`config.mk`:
```
export PLATFORM = sky130hd
export DESIGN_NAME = mem_access_sequencer
export DESIGN_NICKNAME = d
export VERILOG_FILES = /design/src/rtl/mem_seq_pkg.sv /design/src/rtl/load_extend.sv /design/src/rtl/mem_access_sequencer.sv
export SDC_FILE = /design/constraint.sdc
export NUM_CORES = 1
export LEC_CHECK = 0
export CAP_MARGIN = 20
export CORE_UTILIZATION = 40
export DETAILED_ROUTE_END_ITERATION = 8
export DONT_BUFFER_PORTS = 1
export HOLD_SLACK_MARGIN = 0.06
export PLACE_DENSITY = 0.6
export SYNTH_ARGS = -nofsm -noshare
export SYNTH_HDL_FRONTEND = slang
export SYNTH_SLANG_ARGS = --single-unit
```
`constraint.sdc`:
```
create_clock -name clk -period 2.41 [get_ports clk]
set_input_delay 0.241 -clock clk [delete_from_list [all_inputs] [get_ports clk]]
set_output_delay 0.241 -clock clk [all_outputs]
set_load 0.01 [all_outputs]
```
`src/rtl/mem_seq_pkg.sv`:
```
// Shared definitions for the byte-serial load/store sequencer: funct3 codes, FSM states,
// and the byte-count and legality helpers used when a request is accepted.
package mem_seq_pkg;

  localparam logic [2:0] F3_B  = 3'b000;
  localparam logic [2:0] F3_H  = 3'b001;
  localparam logic [2:0] F3_W  = 3'b010;
  localparam logic [2:0] F3_BU = 3'b100;
  localparam logic [2:0] F3_HU = 3'b101;

  typedef enum logic [1:0] {
    IDLE   = 2'd0,
    ACCESS = 2'd1,
    DONE   = 2'd2
  } state_e;

  // Bytes moved for a funct3; only meaningful once the request is known to be legal.
  function automatic logic [2:0] byte_count(input logic [2:0] f3);
    case (f3[1:0])
      2'b00:   return 3'd1;
      2'b01:   return 3'd2;
      default: return 3'd4;
    endcase
  endfunction

  function automatic logic req_legal(input logic write, input logic [2:0] f3, input logic [1:0] a);
    logic op_ok;
    logic aligned;
    if (write) op_ok = (f3 == F3_B) || (f3 == F3_H) || (f3 == F3_W);
    else       op_ok = (f3 == F3_B) || (f3 == F3_H) || (f3 == F3_W) || (f3 == F3_BU) || (f3 == F3_HU);
    case (f3[1:0])
      2'b01:   aligned = (a[0] == 1'b0);
      2'b10:   aligned = (a == 2'b00);
      default: aligned = 1'b1;
    endcase
    return op_ok && aligned;
  endfunction

endpackage

```
`src/rtl/load_extend.sv`:
```
// Load result extension: lb/lh sign-extend, lbu/lhu zero-extend, lw passes the word through.
// Purely combinational; no backpressure.
module load_extend
  import mem_seq_pkg::*;
(
  input  logic [2:0]  funct3_i,
  input  logic [31:0] raw_i,
  output logic [31:0] ext_o
);

  always_comb begin
    ext_o = raw_i;
    case (funct3_i)
      F3_B:    ext_o = {{24{raw_i[7]}}, raw_i[7:0]};
      F3_H:    ext_o = {{16{raw_i[15]}}, raw_i[15:0]};
      F3_BU:   ext_o = {24'd0, raw_i[7:0]};
      F3_HU:   ext_o = {16'd0, raw_i[15:0]};
      default: ext_o = raw_i;
    endcase
  end

endmodule

```
`src/rtl/mem_access_sequencer.sv`:
```
// MEM-stage sequencer: splits one load/store into little-endian byte transactions.
// Latency n+1 cycles plus one per mem_ready=0 cycle; stalls the pipe (busy) until resp_valid.
module mem_access_sequencer
  import mem_seq_pkg::*;
#(
  parameter int ADDR_W = 32,
  parameter int DATA_W = 32
) (
  input  logic              clk,
  input  logic              rst,
  input  logic              req_valid,
  input  logic              req_write,
  input  logic [2:0]        req_funct3,
  input  logic [ADDR_W-1:0] req_addr,
  input  logic [DATA_W-1:0] req_wdata,
  output logic              req_ready,
  output logic              busy,
  output logic              resp_valid,
  output logic [DATA_W-1:0] resp_rdata,
  output logic              resp_err,
  output logic              mem_en,
  output logic              mem_we,
  output logic [ADDR_W-1:0] mem_addr,
  output logic [7:0]        mem_wdata,
  input  logic [7:0]        mem_rdata,
  input  logic              mem_ready
);

  state_e              state_q;
  logic [1:0]          k_q;
  logic                write_q;
  logic [2:0]          funct3_q;
  logic [DATA_W-1:0]   wdata_q;
  logic [DATA_W-1:0]   rbuf_q;
  logic                req_ready_q;
  logic                resp_valid_q;
  logic                resp_err_q;
  logic [DATA_W-1:0]   resp_rdata_q;
  logic                mem_en_q;
  logic                mem_we_q;
  logic [ADDR_W-1:0]   mem_addr_q;
  logic [7:0]          mem_wdata_q;

  logic [DATA_W-1:0]   assembled_d;
  logic [DATA_W-1:0]   extended_d;
  logic [1:0]          k_d;
  logic [7:0]          next_wbyte_d;
  logic                last_byte;

  // The byte arriving this cycle is merged in before extension so DONE has the full value.
  always_comb begin
    assembled_d = rbuf_q;
    assembled_d[{k_q, 3'b000} +: 8] = mem_rdata;
  end

  assign k_d          = k_q + 2'd1;
  assign next_wbyte_d = wdata_q[{k_d, 3'b000} +: 8];
  assign last_byte    = ({1'b0, k_q} == (byte_count(funct3_q) - 3'd1));

  load_extend u_load_extend (
    .funct3_i (funct3_q),
    .raw_i    (assembled_d),
    .ext_o    (extended_d)
  );

  always_ff @(posedge clk or negedge rst) begin
    if (!rst) begin
      state_q      <= IDLE;
      k_q          <= 2'd0;
      write_q      <= 1'b0;
      funct3_q     <= 3'd0;
      wdata_q      <= '0;
      rbuf_q       <= '0;
      req_ready_q  <= 1'b1;
      resp_valid_q <= 1'b0;
      resp_err_q   <= 1'b0;
      resp_rdata_q <= '0;
      mem_en_q     <= 1'b0;
      mem_we_q     <= 1'b0;
      mem_addr_q   <= '0;
      mem_wdata_q  <= 8'd0;
    end else begin
      case (state_q)
        IDLE: begin
          if (req_valid) begin
            write_q     <= req_write;
            funct3_q    <= req_funct3;
            wdata_q     <= req_wdata;
            k_q         <= 2'd0;
            rbuf_q      <= '0;
            req_ready_q <= 1'b0;
            if (req_legal(req_write, req_funct3, req_addr[1:0])) begin
              state_q     <= ACCESS;
              mem_en_q    <= 1'b1;
              mem_we_q    <= req_write;
              mem_addr_q  <= req_addr;
              mem_wdata_q <= req_wdata[7:0];
            end else begin
              state_q      <= DONE;
              resp_valid_q <= 1'b1;
              resp_err_q   <= 1'b1;
              resp_rdata_q <= '0;
            end
          end
        end
        ACCESS: begin
          if (mem_ready) begin
            rbuf_q <= assembled_d;
            k_q    <= k_d;
            if (last_byte) begin
              state_q      <= DONE;
              mem_en_q     <= 1'b0;
              mem_we_q     <= 1'b0;
              mem_addr_q   <= '0;
              mem_wdata_q  <= 8'd0;
              resp_valid_q <= 1'b1;
              resp_err_q   <= 1'b0;
              resp_rdata_q <= write_q ? '0 : extended_d;
            end else begin
              mem_addr_q  <= mem_addr_q + ADDR_W'(1);
              mem_wdata_q <= next_wbyte_d;
            end
          end
        end
        DONE: begin
          state_q      <= IDLE;
          resp_valid_q <= 1'b0;
          resp_err_q   <= 1'b0;
          req_ready_q  <= 1'b1;
        end
        default: state_q <= IDLE;
      endcase
    end
  end

  assign req_ready  = req_ready_q;
  assign busy       = ~req_ready_q;
  assign resp_valid = resp_valid_q;
  assign resp_err   = resp_err_q;
  assign resp_rdata = resp_rdata_q;
  assign mem_en     = mem_en_q;
  assign mem_we     = mem_we_q;
  assign mem_addr   = mem_addr_q;
  assign mem_wdata  = mem_wdata_q;

endmodule

```
==> results.md <==
- The synthesized netlist occupies a cell area of 7480 µm².
- The power share of the combinational group is 33.1%.
- Synthesis produced a netlist with a net count of 828.
- Ranked by instance count, the synthesized netlist is headed by sky130_fd_sc_hd__dfrtp_1 (148), sky130_fd_sc_hd__o21ai_0 (97), sky130_fd_sc_hd__nor2_1 (63), sky130_fd_sc_hd__nand2_1 (56), sky130_fd_sc_hd__clkbuf_1 (35).
- Counting the buffers created by CTS gives 17.
- The final layout net count is 906.
- In this run the count of I/O pins placed on the die edge is about 160.
- The sum of internal, switching and leakage power is about 11 mW.
- The final reports fail on DRC, hold timing.
- The highest achievable clock rate is 0.445 GHz.
- The global-route wire length before repair is roughly 34000 µm.
- Sorting the synthesized cells by area gives the leading types as sky130_fd_sc_hd__dfrtp_1 (49%), sky130_fd_sc_hd__o21ai_0 (6.5%), sky130_fd_sc_hd__mux2_2 (5.1%).
- Once detail routing completed, the nets flagged for antenna violations numbered 0.
- Compared with the post-synthesis result, the final layout area differs by 23.2%.
- Counting flops with an async set or reset pin after synthesis yields a share of between 90% and 100%.
- At the placement stage, the worst setup path has a slack of -0.0457 ns.
- For the worst setup path, the data arrival time is 2.54 ns.
- In this run the mean area of a mapped cell was 10.2 µm².
- The clock latency on the worst-skew pair is 0.41 ns.
- The number of remaining DRC errors is 12.
- For this block, the initial DRC count from the detailed router was ~480.
- The worst path setup slack after routing is 0.165 ns.
- The internal power of the cells totals approximately 6.7 mW.
- The start-to-end type of the worst setup path is reg2reg.
- The clock period minus worst slack is 2.25 ns.
- The detailed-routing iteration count for the pre-antenna-repair pass is 9.
- Synthesis handed over a netlist of 736 instances.
- The area of the die is 19300 µm².
- Adding up every negative setup slack in the final design gives 0 ns.
- After global routing the overflow that remains totals 0.
- The CTS root buffer is sky130_fd_sc_hd__clkbuf_16.
- The flow ran to the end, but the final reports show violations.
- sky130_fd_sc_hd__dfrtp_1 takes more of the synthesized area than any other cell.
- The initial antenna violation count was 0.
- The share of total power consumed by net switching is 38.2%.
- Setup violations remaining at the end of the flow were counted as 0.
- The floorplan has 49 rows.
- In this run the worst hold path is classified as in2async.
- The number of flops mapped to enable cells by yosys is 0.
- The number of filler instances in the final layout is 1615.
- The final hold violation count is approximately 150.
- Summed over its instances, the top area cell type makes up between 40 and 50% of the synthesized netlist area.
- The clock skew is approximately 0.0093 ns.
- In this run the tightest slew margin relative to its limit is 48.5%.
- The count of maximum capacitance violations is 0.
- Once the floorplan was initialized, standard cells occupied 41.2% of the core.
- STA puts the critical path data required time at 2.71 ns.
- Of the synthesized area, sequential elements account for ~50%.
- Counting every sink on the clock net gives 149.
- The power density over the cells is 1170 nW/µm².
- The leakage power of the design is 3.88 nW.
- The clock share of power is 25.6%.
- Yosys mapped the design onto 61 distinct sky130hd cell types.
- The H-tree generated during clock tree synthesis spans 4 levels.
- The dominant register cell in the synthesized netlist is sky130_fd_sc_hd__dfrtp_1.
- The horizontal die dimension is 139 µm.
- Setup repair after global routing left no endpoint under its margin.
- At the pin with the least slew margin, the transition time is between 0.7 and 0.8 ns.
- Dividing the detail-routed wire length by the instance count gives slightly above 20 µm.
- The worst setup path is launched from a register.
- The register clock-pin slew on the reported worst setup and hold paths is about 0.060 ns.
- The number of inserted diodes is 0.
- The height of the die is 139 µm.
- The worst setup path is captured at a register.
- The wire length after detailed routing is 21200 µm.
- The clock passes through at most 2 buffers.
- The share of total power dissipated in sequential elements is 41.3%.
- For this design the total switching power over the nets is around 4.1 mW.
- The overall via count from detail_route is between 6000 and 7000.
- In the routed layout, each cell is associated on average with a via count of 5.91.
- The warning count from the yosys run is 0.
- The overall global routing resource usage is 22.2%.
- The HPWL reported at the end of detailed placement is 14200 µm.
- The number of buffer cells added on primary ports is 0.
- After synthesis the netlist holds a flip-flop and latch count of about 150.
- For this run, the share of the core covered by cells in the final layout is 50.8%.
- The TritonCTS clock tree is built.
- The number of global-route vias before repair is 6254.
- The final hold slack is -0.480 ns.
- The pin count of the biggest net entering global routing is 150.
- The core area is about 18000 µm².
- In the post-synthesis netlist, the cell with the most instances is sky130_fd_sc_hd__dfrtp_1.
- The worst path uses 93.2% of the clock period.
- The layout cell share with drive strength beyond 1 is 16.3%.
- The final max-slew violation count is 0.
- The biggest fanout along the worst timing path is 16.
- The weighted congestion at the end of routability-driven global placement is 0.881.
- The largest vdd supply drop is 0.638 mV.
[state kept, by name, summed over array words and instances (netlist names)]
name and cells:
k_q 2, resp_rdata 32, mem_we 1, mem_addr 32
rbuf_q 32, req_ready 1, resp_err 1, funct3_q 3
mem_en 1, state_q 2, mem_wdata 8, resp_valid 1
write_q 1, wdata_q 32
[routing by layer]
metal | track usage (%) | wire length (µm) | vias up
met5 | 0 | 0 | -
met4 | 6.02 | 225 | 0
met3 | 5.97 | 1590 | 20
met2 | 36.0 | 10200 | 218
met1 | 29.3 | 9270 | 3121
li1 | - | - | 2880
[final cells by class]
| cell class | count | area [µm²] | area share [%] |
|---|---|---|---|
| Clock inverter | 14 | 174 | 1.89 |
| Timing Repair Buffer | 111 | 1020 | 11.1 |
| Clock buffer | 18 | 439 | 4.76 |
| Inverter | 28 | 105 | 1.14 |
| Multi-Input combinational cell | 507 | 3470 | 37.6 |
| Sequential cell | 149 | 3730 | 40.4 |
| Tap cell | 229 | 287 | 3.11 |
[worst max-delay path, stage by stage, from the launching register on]
cell and delay, ns:
sky130_fd_sc_hd__dfrtp_1 0.42, sky130_fd_sc_hd__inv_1 0.13, sky130_fd_sc_hd__ha_1 0.37, sky130_fd_sc_hd__and4b_1 0.24, sky130_fd_sc_hd__a22oi_2 0.17, sky130_fd_sc_hd__mux2i_1 0.13, sky130_fd_sc_hd__a211o_4 0.45, sky130_fd_sc_hd__o22a_1 0.22
[power groups by stage]
stage	combinational, mW	clock (mW)	sequential (mW)
finish	3.59	2.77	4.47
global route	3.93	2.94	4.58
CTS	3.53	2.81	4.47
detailed placement	3.41	0	4.51
global placement	3.25	0	4.46
floorplan	2.65	0	4.20
[worst paths after layout]
path / startpoint / to / slack (ns) / depth (start not counted)
worst max-delay path: k_q[0]$_DFFE_PN0P_ / resp_rdata[26]$_DFFE_PN0P_ / 0.16 / 7
worst min-delay path: rst / mem_addr[13]$_DFFE_PN0P_ / -0.48 / 0
worst max register to register: k_q[0]$_DFFE_PN0P_ / resp_rdata[26]$_DFFE_PN0P_ / 0.16 / 7
worst min register to register: rbuf_q[23]$_DFFE_PN0P_ / rbuf_q[23]$_DFFE_PN0P_ / 0.47 / 2
max in group asynchronous: rst / resp_rdata[28]$_DFFE_PN0P_ / 2.61 / 0
min in group clk: mem_rdata[6] / rbuf_q[30]$_DFFE_PN0P_ / 0.07 / 2
[through the flow]
| stage | std cells | area, µm² |
|---|---|---|
| after CTS | 1055 | 9190 |
| after global routing | 1056 | 9220 |
| after detailed placement | 954 | 7880 |
| final | 1056 | 9220 |
| after floorplan | 736 | 7480 |
| after global placement | 954 | 7880 |
[repair_timing]
action,in CTS,in global routing
hold buffers,69,1
gates resized for setup,1,8
endpoints found under the hold margin,235,150
setup endpoints to repair,16,26
buffers inserted,0,0
[cell families (layout without fill, tap and decap cells)]
| kind of cell | after synthesis | in the layout | share of synthesized area (%) |
|---|---|---|---|
| AO/OA/AOI/OAI | 253 | 253 | 22.9 |
| AND/OR/NAND/NOR | 196 | 196 | 12.8 |
| flip-flops | 149 | 149 | 49.8 |
| buffers and inverters | 80 | 171 | 4.38 |
| multiplexers | 45 | 45 | 7.93 |
| adder cells (fa/ha/maj) | 12 | 12 | 2.01 |
| XOR/XNOR | 1 | 1 | 0.117 |
[placed cells by master (no fill, tap or decap), types with 3 or more instances in the layout]
master and n:
sky130_fd_sc_hd__nand2b_1 3, sky130_fd_sc_hd__nor3_1 12, sky130_fd_sc_hd__o21ai_0 97, sky130_fd_sc_hd__a22oi_1 4, sky130_fd_sc_hd__nand4_1 7, sky130_fd_sc_hd__buf_4 40
sky130_fd_sc_hd__bufinv_16 3, sky130_fd_sc_hd__a31oi_1 6, sky130_fd_sc_hd__nand2_1 56, sky130_fd_sc_hd__mux2_2 34, sky130_fd_sc_hd__nor4_1 6, sky130_fd_sc_hd__o31ai_1 15
sky130_fd_sc_hd__inv_1 28, sky130_fd_sc_hd__a22o_1 19, sky130_fd_sc_hd__dfrtp_1 148, sky130_fd_sc_hd__nor2_1 61, sky130_fd_sc_hd__a32oi_1 11, sky130_fd_sc_hd__clkbuf_16 17
sky130_fd_sc_hd__nand3_1 10, sky130_fd_sc_hd__a221oi_1 16, sky130_fd_sc_hd__ha_1 12, sky130_fd_sc_hd__a21oi_1 32, sky130_fd_sc_hd__nor2b_1 19, sky130_fd_sc_hd__and3_1 4
sky130_fd_sc_hd__a2bb2oi_1 5, sky130_fd_sc_hd__o22a_1 17, sky130_fd_sc_hd__inv_6 3, sky130_fd_sc_hd__mux4_2 8, sky130_fd_sc_hd__mux2i_1 3, sky130_fd_sc_hd__nor4_2 3
sky130_fd_sc_hd__o2bb2ai_1 6, sky130_fd_sc_hd__a41oi_1 3, sky130_fd_sc_hd__clkinvlp_4 4, sky130_fd_sc_hd__dlygate4sd3_1 70
Power figures use the tool's default switching activity.
==> variant 1 (config.mk and constraints unchanged) <==
The parameter `ADDR_W` goes from 32 to 28.
--- a/src/rtl/mem_access_sequencer.sv
+++ b/src/rtl/mem_access_sequencer.sv
@@ -4,5 +4,5 @@
   import mem_seq_pkg::*;
 #(
-  parameter int ADDR_W = 32,
+  parameter int ADDR_W = 28,
   parameter int DATA_W = 32
 ) (
Interface: changed (resized mem_addr and req_addr); port bits go from 158 to 150. No check against the original RTL was run, so the function may have changed too.
==> variant 1 against the unedited design <==
The flow finishes with violations (hold timing). Global-route usage increased by 0.62 points. First-iteration DRC count decreased by 30%. Synthesized area shrank 2.5%. Sequential cell count fell by 4. Wire length fell by 2.1%. Power fell by 12%. Setup slack got worse by 0.037 ns. Design area decreased by 2.8%. Clock power decreased by 3%. Critical path depth did not move.
==> variant 1: results (changes against the unedited design) <==
Synthesis
  • Most frequent cells after synthesis: sky130_fd_sc_hd__dfrtp_1 (144), sky130_fd_sc_hd__o21ai_0 (61), sky130_fd_sc_hd__nand2_1 (57)
  • Share of cell area taken by muxes after synthesis: 10.2% (+2.2 points)
  • Number of distinct library cells after synthesis: 67 (+9.8%)
  • Nets in the synthesized netlist: 793 (-4.2%)
  • Sequential cell area fraction in the yosys report: 49.7% (-0.11 points)
  • Area share of xor/xnor cells in the synthesized design: 0.120% (+0.0030 points)
  • Fraction of the mapped netlist area in adder cells: 2.06% (+0.051 points)
  • Cell types occupying the most area after synthesis: sky130_fd_sc_hd__dfrtp_1 (49%), sky130_fd_sc_hd__mux2_2 (5.1%), sky130_fd_sc_hd__a22o_1 (4.2%)

Place
  • Final weighted congestion in routability-driven placement: 0.836 (-5.1%)
  • Area post-placement: 7650 um2 (-3.0%)

Timing
  • Max-slew headroom at the worst pin: 39.9% (-8.6 points)
  • Hold Vio Cnt, Final: 145 (-2.7%)
  • Post-Route Hold Slack: -0.485 ns (-0.00527 ns)

Setup path
  • Reg2reg setup slack: 0.13 ns (-0.04 ns)
  • Worst setup path end: resp_rdata[31]$_DFFE_PN0P_
  • Critical Path AT: 2.65 ns (+0.11 ns)

Route
  • Routed wl met3: 1580 um (-0.94%)
  • Number of detailed-route iterations in the first pass: 5 (-4)
  • DRC violation total after the first TritonRoute iteration: 336 (-30%)
  • DR WL met2: 10,000 um (-1.5%)

Clock network
  • Number of gates resized after CTS: 0 (-1)
  • Source-to-sink clock delay at the later pin of the worst-skew pair: 0.43 ns (+0.02 ns)

Power
  • Highest ir drop seen on vdd: 0.582 mV (-8.8%)
  • Total leakage power: 3.86 nW (-0.45%)

Layout
  • Count of filler cells inserted in the layout: 1,624 (+0.56%)
  • Net count reported at finish: 864 (-4.6%)
  • Fraction of final layout cells sized beyond drive strength 1: 15.0% (-1.4 points)

Outcome
  • Run status: finished, violations left
  • Failing checks: hold timing

GRT
  • All-Layer GR Usage: 22.8% (+0.62 points)
## variant 1: where the power goes
group,switching (mW),internal [mW]
Clock,1.07,1.61
Sequential,0.903,3.16
Combinational,1.51,1.25
Total,3.48,6.03
## variant 1: final cells by class
type                    count  area [um2]  share of cell area, %
flip-flops and latches    145        3630                   40.5
multi-input cells         492        3430                   38.3
repair buffers             97         933                   10.4
clock buffers              21         470                   5.25
well taps                 229         287                   3.20
clock inverters            11         128                   1.42
inverters                  23        86.3                  0.963
## variant 1: routing by layer
layer	vias to the layer above	track usage [%]
met5	-	0
met4	0	8.61
met3	29	6.04
met2	220	36.4
met1	3014	29.5
li1	2739	-
## variant 1: through the flow
stage	setup WS, ns	TNS (ns)
6_report	0.127	0
5_1_grt	-0.00360	-0.00714
4_1_cts	0.0268	0
3_5_place_dp	0.0514	0
3_3_place_gp	-0.0331	-0.0751
2_1_floorplan	0.0384	0
==> variant 2 (config.mk and constraints unchanged) <==
Made on the original files. Reset style: synchronous (`rst`), changed in one clocked block.
--- a/src/rtl/mem_access_sequencer.sv
+++ b/src/rtl/mem_access_sequencer.sv
@@ -64,5 +64,5 @@
   );
 
-  always_ff @(posedge clk or negedge rst) begin
+  always_ff @(posedge clk) begin
     if (!rst) begin
       state_q      <= IDLE;
Function: differs if rst is asserted again (counterexample within 4 cycles, from zero or initial values and one cycle with rst low); with rst held inactive, the same outputs for 4 cycles.
==> variant 2 against the unedited design <==
Design area fell by 2.7%. Synthesized area shrank 5.2%. Wire length grew 0.95%. Via count rose by 11%. Count of clock-buffer cells in the layout rose by 2. Cell count increased by 15%. Setup slack lost 0.011 ns. Sequential cell count unchanged. Critical path type unchanged. Largest cell class is now multi-input combinational cells.
Power is not compared: it rests on default switching activity, and its combinational part moved more than twofold at a synthesized area within 25%.
==> variant 2: results (changes against the unedited design) <==
Power
  • Total leakage power: approximately 3.2 nW
  • Highest ir drop seen on vdd: 0.549 mV

Clock network
  • Post-CTS clock slew at the launch and capture registers of the worst setup and hold paths: 0.06 ns (about the same)
  • Max H-tree Level: 4 (unchanged)
  • Buffer depth of the longest clock path: 2 (unchanged)
  • Source-to-sink clock delay at the later pin of the worst-skew pair: 0.43 ns (+0.02 ns)
  • Number of buffers inserted during clock tree synthesis: 17 (unchanged)
  • Clk root buf: sky130_fd_sc_hd__clkbuf_16

Route
  • Post-Route WL: 21,400 um (+0.95%)
  • Vias: 6,912 (+11%)
  • Number of detailed-route iterations in the first pass: 5 (-4)
  • Number of vias per cell: 5.67 (-4.0%)
  • DRC violation total after the first TritonRoute iteration: 421 (-12%)

Timing
  • Largest clock skew in the final design: 0.0108 ns (+0.00148 ns)
  • Transition time at the pin with the least slew margin: 0.540 ns (-0.231 ns)

Setup path
  • Largest delay share family, worst path: simple AND/OR/NAND/NOR gates
  • Critical path's slowest cell: sky130_fd_sc_hd__or4_1
  • Worst path max stage delay: 0.51 ns (+0.06 ns)
  • RR Startpoint: state_q[1]$_SDFFE_PN0P_
  • Critical path type: flip-flop to flip-flop
  • Worst Reg2Reg Path Length in Cells: 9 (+2)
  • Crit path max fanout: 8 (-8)

GRT
  • All-Layer GR Usage: 23.3% (+1.1 points)
  • Maximum number of pins on one net before global-route repair: 117 (-22%)
  • Initial antenna violation count: 0 (unchanged)
  • Vias in the first global route: 6,382 (+2.0%)
  • First-pass GRT wire length: 33,500 um (-1.7%)

Synthesis
  • Number of distinct library cells after synthesis: 60 (-1.6%)
  • Proportion of register bits with asynchronous set or reset after synthesis: 0% (-100 points)
  • Dominant synthesized flop cell: sky130_fd_sc_hd__dfxtp_1
  • Cell types occupying the most area after synthesis: sky130_fd_sc_hd__dfxtp_1 (42%), sky130_fd_sc_hd__a21oi_1 (8.1%), sky130_fd_sc_hd__nand2_1 (7.7%)
  • Most frequent cells after synthesis: sky130_fd_sc_hd__dfxtp_1 (149), sky130_fd_sc_hd__nand2_1 (146), sky130_fd_sc_hd__a21oi_1 (115)
  • Mean post-synth cell area: 7.97 um2 (-22%)
  • Nets in the synthesized netlist: 982 (+19%)
  • Sequential cell area fraction in the yosys report: 42.1% (-7.8 points)
  • Total of warnings raised by yosys: 0 (unchanged)

Place
  • HPWL after detailed placement: 13,900 um (-1.8%)
  • Input/output buffers: 0 (unchanged)
  • Area post-placement: 7710 um2 (-2.2%)
  • Final weighted congestion in routability-driven placement: 0.830 (-5.8%)

Worst hold path
  • Hold Path Origin: mem_rdata[4]
  • Number of stages on the worst hold path: 3
  • Worst hold-check path type: input pin to flip-flop

Layout
  • Net count reported at finish: 1,073 (+18%)
  • Count of filler cells inserted in the layout: 1,663 (+3.0%)
  • Fraction of final layout cells sized beyond drive strength 1: 13.0% (-3.3 points)

Outcome
  • Run status: finished, final reports clean
## variant 2: changes by cell type in the layout (fill, tap and decap cells not counted), moves of 8 or more
cell                      before  now
sky130_fd_sc_hd__nand3_1      10   22
sky130_fd_sc_hd__dfxtp_1       0  149
sky130_fd_sc_hd__a21oi_1      32  114
sky130_fd_sc_hd__o21ai_0      97   42
sky130_fd_sc_hd__dfrtp_1     148    0
sky130_fd_sc_hd__o22a_1       17    0
sky130_fd_sc_hd__buf_4        40   65
sky130_fd_sc_hd__or3_1         1    9
sky130_fd_sc_hd__mux2_2       34    0
sky130_fd_sc_hd__a22oi_1       4   16
sky130_fd_sc_hd__nand2_1      56  146
sky130_fd_sc_hd__nor2_1       61   95
sky130_fd_sc_hd__o31ai_1      15    0
## variant 2: power by group
part / total, mW / internal, mW / switching, mW / leakage (nW)
logic: 1.04 / 0.428 / 0.616 / 1.76
clock network: 2.66 / 1.58 / 1.08 / 0.278
registers: 2.70 / 2.59 / 0.117 / 1.21
## variant 2: cells by family (layout without fill, tap and decap cells)
group	count (synthesis)	after routing	synth area share (%)
buf+inv	90	192	5.03
mux	9	9	2.68
simple gates	357	358	23.2
flops	149	149	42.1
other cells	0	1	0
fa+ha+maj	12	12	2.12
xor+xnor	4	4	0.494
compound gates	269	269	24.5
## variant 2: what timing repair did
item / 4_1_cts / 5_1_grt
gates resized for setup: 0 / 5
hold buffers: 64 / 0
buffers inserted: 0 / 0
setup endpoints to repair: 0 / 32
endpoints found under the hold margin: 86 / 0
## variant 2: stage by stage
stage	setup WS [ns]	utilization, %	total power [mW]
6_report	0.154	51.9	6.41
5_1_grt	0.0177	51.9	6.65
4_1_cts	0.0173	51.6	6.43
3_5_place_dp	0.0346	44.6	3.69
3_3_place_gp	0.0951	44.6	3.68
2_1_floorplan	0.0199	-	3.36
## variant 2: final timing paths
path,to,slack (ns)
worst min-delay path,resp_rdata[28]$_SDFFE_PN0P_,0.07
worst min register to register,wdata_q[20]$_SDFFE_PN0P_,0.45
worst max-delay path,mem_addr[28]$_SDFFE_PN0P_,0.15
worst max register to register,mem_addr[28]$_SDFFE_PN0P_,0.15
## variant 2: routing by layer
metal  global-route usage (%)  vias up  share of wire (%)
met5                        0        -                  0
met3                     6.77       41                8.1
met4                     8.74        0                2.5
li1                         -     3363                  -
met1                     30.7     3251                 45
met2                     36.1      257                 45
## variant 2: area by class of cell
type | instances | area, um2 | share of cell area [%]
antenna | 1 | 2.50 | 0.0279
clock inverter | 11 | 128 | 1.42
multi-input combinational | 652 | 3820 | 42.6
sequential | 149 | 2980 | 33.2
inverter | 29 | 110 | 1.23
tap | 225 | 282 | 3.14
clock buffer | 20 | 457 | 5.09
timing repair buffer | 132 | 1190 | 13.2
